<file path="src/rtl/seg_pkg.sv">
// Shared 7-segment constants (abcdefg, seg[6]=a, active-low) for display blocks.
package seg_pkg;

    typedef logic [3:0] bcd_digit_t;
    typedef logic [6:0] seg_pat_t;

    localparam seg_pat_t SEG_BLANK = 7'b1111111;
    localparam seg_pat_t SEG_0     = 7'b0000001;
    localparam seg_pat_t SEG_1     = 7'b1001111;
    localparam seg_pat_t SEG_2     = 7'b0010010;
    localparam seg_pat_t SEG_3     = 7'b0000110;
    localparam seg_pat_t SEG_4     = 7'b1001100;
    localparam seg_pat_t SEG_5     = 7'b0100100;
    localparam seg_pat_t SEG_6     = 7'b0100000;
    localparam seg_pat_t SEG_7     = 7'b0001111;
    localparam seg_pat_t SEG_8     = 7'b0000000;
    localparam seg_pat_t SEG_9     = 7'b0000100;

endpackage

</file>
<file path="src/rtl/bcd_seg7_decode.sv">
// Combinational BCD digit to active-low abcdefg pattern, with forced blanking.
module bcd_seg7_decode
    import seg_pkg::*;
(
    input  logic [3:0] digit_i,
    input  logic       blank_i,
    output logic [6:0] seg_o
);

    always_comb begin
        seg_o = SEG_BLANK;
        if (!blank_i) begin
            case (digit_i)
                4'd0:    seg_o = SEG_0;
                4'd1:    seg_o = SEG_1;
                4'd2:    seg_o = SEG_2;
                4'd3:    seg_o = SEG_3;
                4'd4:    seg_o = SEG_4;
                4'd5:    seg_o = SEG_5;
                4'd6:    seg_o = SEG_6;
                4'd7:    seg_o = SEG_7;
                4'd8:    seg_o = SEG_8;
                4'd9:    seg_o = SEG_9;
                default: seg_o = SEG_BLANK;
            endcase
        end
    end

endmodule

</file>
<file path="src/rtl/bcd_display_counter.sv">
// N-digit BCD up/down counter with prescaler, scanned common-anode display
// and optional leading-zero blanking.
module bcd_display_counter
    import seg_pkg::*;
#(
    parameter int DIGITS   = 4,
    parameter int TICK_DIV = 100000000,
    parameter int SCAN_DIV = 100000,
    parameter int BLANK_LZ = 1
) (
    input  logic                  clk,
    input  logic                  rst,
    input  logic                  en,
    input  logic                  up,
    input  logic                  clear,
    output logic [4*DIGITS-1:0]   count_bcd,
    output logic                  wrap,
    output logic [DIGITS-1:0]     an,
    output logic [6:0]            seg
);

    localparam int PRE_W  = (TICK_DIV > 1) ? $clog2(TICK_DIV) : 1;
    localparam int SCAN_W = (SCAN_DIV > 1) ? $clog2(SCAN_DIV) : 1;
    localparam int IDX_W  = (DIGITS > 1) ? $clog2(DIGITS) : 1;
    localparam logic [PRE_W-1:0]  PRE_LAST  = PRE_W'(TICK_DIV - 1);
    localparam logic [SCAN_W-1:0] SCAN_LAST = SCAN_W'(SCAN_DIV - 1);
    localparam logic [IDX_W-1:0]  IDX_LAST  = IDX_W'(DIGITS - 1);

    logic [PRE_W-1:0]       pre_q, pre_d;
    logic [SCAN_W-1:0]      scan_q, scan_d;
    logic [IDX_W-1:0]       idx_q, idx_d;
    logic [DIGITS-1:0][3:0] count_q, count_d, count_step;
    logic                   wrap_q, wrap_d;
    logic [DIGITS-1:0]      an_q, an_d;
    logic [6:0]             seg_q, seg_d;

    logic                   tick;
    logic                   scan_step;
    logic [DIGITS-1:0]      is9, is0, sel, cin, blank_hit;
    logic [3:0]             digit_sel;
    logic                   blank;

    assign tick      = en && (pre_q == PRE_LAST);
    assign scan_step = (scan_q == SCAN_LAST);
    assign sel       = up ? is9 : is0;

    // Carry-in per digit comes from a reduction over the lower digits, so the
    // ripple has no combinational self-loop through a shared vector.
    genvar gi;
    generate
        for (gi = 0; gi < DIGITS; gi++) begin : g_digit
            assign is9[gi] = (count_q[gi] == 4'd9);
            assign is0[gi] = (count_q[gi] == 4'd0);

            if (gi == 0) begin : g_lsd
                assign cin[gi]       = tick;
                assign blank_hit[gi] = 1'b0;
            end else begin : g_upper
                assign cin[gi]       = tick && (&sel[gi-1:0]);
                assign blank_hit[gi] = (idx_q == IDX_W'(gi)) && (&is0[DIGITS-1:gi]);
            end

            assign count_step[gi] = !cin[gi] ? count_q[gi] :
                                    up       ? (is9[gi] ? 4'd0 : count_q[gi] + 4'd1) :
                                               (is0[gi] ? 4'd9 : count_q[gi] - 4'd1);

            assign an_d[gi] = (idx_q != IDX_W'(gi));
        end
    endgenerate

    always_comb begin
        pre_d = pre_q;
        if (clear || tick) begin
            pre_d = '0;
        end else if (en) begin
            pre_d = pre_q + 1'b1;
        end
    end

    assign count_d = clear ? '0 : count_step;
    assign wrap_d  = !clear && tick && (&sel);

    always_comb begin
        scan_d = scan_step ? '0 : scan_q + 1'b1;
        idx_d  = idx_q;
        if (DIGITS == 1) begin
            idx_d = '0;
        end else if (scan_step) begin
            idx_d = (idx_q == IDX_LAST) ? '0 : idx_q + 1'b1;
        end
    end

    always_comb begin
        digit_sel = 4'd0;
        for (int i = 0; i < DIGITS; i++) begin
            if (idx_q == IDX_W'(i)) begin
                digit_sel = count_q[i];
            end
        end
    end

    assign blank = (BLANK_LZ != 0) && (|blank_hit);

    bcd_seg7_decode u_decode (
        .digit_i (digit_sel),
        .blank_i (blank),
        .seg_o   (seg_d)
    );

    always_ff @(posedge clk or posedge rst) begin
        if (rst) begin
            pre_q   <= '0;
            count_q <= '0;
            wrap_q  <= 1'b0;
            scan_q  <= '0;
            idx_q   <= '0;
            an_q    <= '1;
            seg_q   <= SEG_BLANK;
        end else begin
            pre_q   <= pre_d;
            count_q <= count_d;
            wrap_q  <= wrap_d;
            scan_q  <= scan_d;
            idx_q   <= idx_d;
            if (scan_step) begin
                an_q  <= an_d;
                seg_q <= seg_d;
            end
        end
    end

    assign count_bcd = count_q;
    assign wrap      = wrap_q;
    assign an        = an_q;
    assign seg       = seg_q;

endmodule

</file>
<file path="config.mk">
export PLATFORM = sky130hd
export DESIGN_NAME = bcd_display_counter
export DESIGN_NICKNAME = d
export VERILOG_FILES = /design/src/rtl/seg_pkg.sv /design/src/rtl/bcd_seg7_decode.sv /design/src/rtl/bcd_display_counter.sv
export SDC_FILE = /design/constraint.sdc
export NUM_CORES = 1
export LEC_CHECK = 0
export ABC_AREA = 1
export BUFFER_PORTS_ARGS = -buffer_cell sky130_fd_sc_hd__buf_2
export CAP_MARGIN = 20
export CORE_MARGIN = 5
export CORE_UTILIZATION = 34
export CTS_CLUSTER_SIZE = 25
export DETAILED_ROUTE_END_ITERATION = 16
export SETUP_SLACK_MARGIN = 0.4
export SLEW_MARGIN = 10
export SYNTH_ARGS = -nofsm -noshare
export SYNTH_HDL_FRONTEND = slang
export SYNTH_SLANG_ARGS = --single-unit
</file>
<file path="constraint.sdc">
create_clock -name clk -period 1.9 [get_ports clk]
set_input_delay 0.095 -clock clk [delete_from_list [all_inputs] [get_ports clk]]
set_output_delay 0.095 -clock clk [all_outputs]
set_load 0.005 [all_outputs]
</file>
==> qor.log <==
INFO  drt            viasPerCell=4.916
INFO  synthesis      yosys.area_share.adder=2.820%
INFO  clocking       cts_num_sinks=74
INFO  timing         fin_crit=1803ps
INFO  synthesis      postSynthRegisterBits=74
INFO  layout         most_common_cell_after_layout_fill_and_taps_aside=nand2_1
INFO  floorplanning  start_util=34.89%
INFO  clocking       ctsHtreeMaxLevel=3
INFO  flow_run       max_cap_violations=0
INFO  setup_path     crit_fanout=8
INFO  synthesis      synth_cell_types=41
INFO  synthesis      synthCells=718
INFO  clocking       clk_latency=340ps
INFO  synthesis      ys_warn_count=0
INFO  setup_path     startpoint_type=flip-flop
INFO  synthesis      synth_area_per_cell=6.798um^2
INFO  place          gp_congestion=0.8574
INFO  timing         rsz0062_at_grt=yes
INFO  place          half_perimeter_wire_length_of_the_detailed_placement_result=9016um
INFO  floorplanning  chipWidth=129.8um
INFO  floorplanning  die_height=129.8um
INFO  power          power.ir.vdd_worst=333.2uV
INFO  floorplanning  placementRows=43
INFO  global_route   track_usage=16.38%
INFO  floorplanning  design.die.area=0.01685mm^2
INFO  layout         highest_count_cells_in_the_layout_ignoring_fill_and_taps=nand2_1 (158), inv_1 (86), nor2_1 (85), dfrtp_1 (55), nand3_1 (48)
INFO  setup_path     criticalPathCategory=flip-flop to flip-flop
INFO  synthesis      postSynthNetCount=734
INFO  power          p_per_area=530.9mW/mm^2
INFO  drt            totalWireLength=13,710um
INFO  timing         maximum_clock_rate=0.5546GHz
INFO  setup_path     critical-path-max-stage-delay=410ps
INFO  clocking       clkSlewWorstSetupHoldPaths=60ps
INFO  floorplanning  ios=33
INFO  drt            avgRoutedWirePerCell=13.73um
INFO  timing         fin_skew=9.020ps
INFO  layout         drive_gt1_share=34.68%
INFO  clocking       numCtsBuffers=9
INFO  setup_path     cpMaxStageDelayCell=dfrtp_1
INFO  synthesis      synth.area.mux_share=0%
INFO  synthesis      synthSimpleGateAreaFrac=38.78%
INFO  synthesis      synth_top_family_by_area=simple AND/OR/NAND/NOR gates
INFO  layout         n_antenna_cell=0
INFO  setup_path     worstSetupEndpointType=flip-flop
INFO  setup_path     worstPathArrival=2080ps
INFO  drt            drt_drc_violations_left=0
INFO  setup_path     worst_ep_required_time=2180ps
INFO  synthesis      post_synth_instance_area=0.004881mm^2
INFO  clocking       cts_tree=done
INFO  timing         final.period_utilization=94.89%
INFO  place          detailed_place.area=0.005369mm^2
INFO  global_route   grt_remaining_overflow=0
INFO  drt            dr.pass1.iters=5
INFO  global_route   grt_pass1_vias=4,554
INFO  layout         final_core_util=49.32%
INFO  outcome        outcome=completed
INFO  timing         worst_pin_slew=798.7ps
INFO  layout         stdcell_count=999
INFO  clocking       clockRootBuffer=clkbuf_16
INFO  drt            vias=4,911
INFO  global_route   first_pass_grt_wire_length=22,270um
INFO  setup_path     critPathTopFamily=flip-flops
INFO  drt            route.antenna.remaining_nets=0
INFO  power          cellLeakagePower=3.246nW
INFO  global_route   grt_start_max_net_pins=41
INFO  layout         layout.cell_area.non_filler=0.006899mm^2
INFO  timing         setup_viol=0
INFO  clocking       max-clock-path-buffers=2
INFO  drt            drt_iter0_drc=288
INFO  synthesis      area_share_of_xor_xnor_cells_in_the_synthesized_design=2.153%
INFO  place          dp.cells=936
INFO  synthesis      synth.yosys.seq_area_share=38.22%
INFO  synthesis      compound_cell_area_share_of_the_yosys_netlist=8.331%
INFO  timing         setup_total_negative_slack=0ps
INFO  power          post-layout-total-power=3.663mW
INFO  setup_path     worstPathCellList=buf_6 -> ha_4 -> a21oi_1 -> a21oi_2 -> buf_4 -> ha_1 -> inv_1 -> nand3_2 -> nand3_1 -> nand3_1 -> nand2_1 -> inv_1
INFO  global_route   number_of_antenna_violations_at_the_first_check_in_global_routing=0
INFO  timing         slew-limit-headroom=46.69%
INFO  floorplanning  core-area=0.01399mm^2
INFO  layout         num-nets-final=830
INFO  timing         number_of_endpoints_with_negative_hold_slack_in_the_final_report=0
INFO  layout         synthToLayoutAreaGrowth=41.35%
INFO  place          placement.io_buffers=32
INFO  setup_path     critical_path_buf_inv_count=4
INFO  min_path       timing.hold.worst.class=primary input to flip-flop
INFO  timing         slew_viols_final=0
-- tightest hold or removal path: cells and delay by family --
family                 cells  cell delay, ps
and+or+nand+nor            3             250
buffers and inverters      1             160
-- metal layers --
metal / GRT usage [%] / part of all wire (%) / up-vias
met5: 0 / 0 / -
met4: 6.846 / 2.0 / 0
met3: 2.333 / 2.9 / 14
met2: 24.93 / 47 / 88
met1: 23.38 / 48 / 2326
li1: - / - / 2483
-- cell type report --
| class | count | area (um^2) |
|---|---|---|
| Multi-Input combinational cell | 527 | 3221 |
| Fill cell | 1356 | 7089 |
| Inverter | 106 | 431.7 |
| Timing Repair Buffer | 96 | 854.6 |
| Tap cell | 180 | 225.2 |
| Clock buffer | 12 | 266.5 |
| Clock inverter | 4 | 25.02 |
| Sequential cell | 74 | 1876 |
-- state kept, by name (all words and copies together) (netlist names) --
signal     flops
idx_q          2
seg            7
count_bcd     16
wrap           1
pre_q         27
an             4
scan_q        17
-- kinds of logic (layout without fill, tap and decap cells) --
logic type / Yosys count / in the layout
flip-flops: 74 / 74
adder cells (fa/ha/maj): 11 / 11
buffers and inverters: 117 / 218
AO/OA/AOI/OAI: 74 / 74
XOR/XNOR: 12 / 12
AND/OR/NAND/NOR: 430 / 430
-- per-stage QoR --
step	hold slack, ps	worst slack [ps]
floorplan	258.3	72.31
global route	214.2	-42.25
detailed placement	173.9	-36.05
global placement	168.1	-0.9940
CTS	150.5	105.9
finish	208.2	97.00
-- final timing paths --
path	slack [ps]	start	end	depth (start not counted)
setup / recovery	100	idx_q[1]$_DFFE_PP0N_	seg[6]$_DFFE_PP1N_	12
hold / removal	210	en	pre_q[7]$_DFFE_PP0P_	4
setup reg to reg	100	idx_q[1]$_DFFE_PP0N_	seg[6]$_DFFE_PP1N_	12
hold reg to reg	470	seg[0]$_DFFE_PP1N_	seg[0]$_DFFE_PP1N_	2
max in group asynchronous	930	rst	seg[5]$_DFFE_PP1N_	4
min in group asynchronous	340	rst	scan_q[13]$_DFF_PP0_	3
-- what timing repair did --
action | 4_1_cts | 5_1_grt
gates cloned | 3 | 1
resized for setup | 101 | 120
endpoints found under the setup margin | 59 | 69
endpoints found under the hold margin | 19 | 0
pin swaps | 37 | 36
hold buffers | 1 | 0
setup buffers | 16 | 26
-- cell usage after synthesis (all sizes together) --
master	count	share of area (%)
o22ai	1	0.26
o31ai	1	0.15
xnor2	1	0.18
a21oi	27	2.8
and3	2	0.26
o211ai	3	0.46
nor4	2	0.26
nor3b	2	0.31
nor3	17	1.7
clkinv	1	0.077
buf	6	1.1
clkbuf	5	0.44
nand4	16	2.1
or2	4	0.51
nand3b	3	0.46
nor2	116	9.9
dfrtp	63	32
dfstp	11	5.9
inv	105	8.1
ha	11	2.8
nand3	67	7.0
nand2	201	16
o21bai	3	0.46
xor2	11	2.0
a31oi	4	0.51
o21ai	34	3.5
a21boi	1	0.15
-- report_power, final --
group	internal [mW]	switching, mW
logic	0.141	0.232
registers	1.60	0.0355
clock network	0.986	0.672
total	2.72	0.939
(Power assumes the default switching activity.)
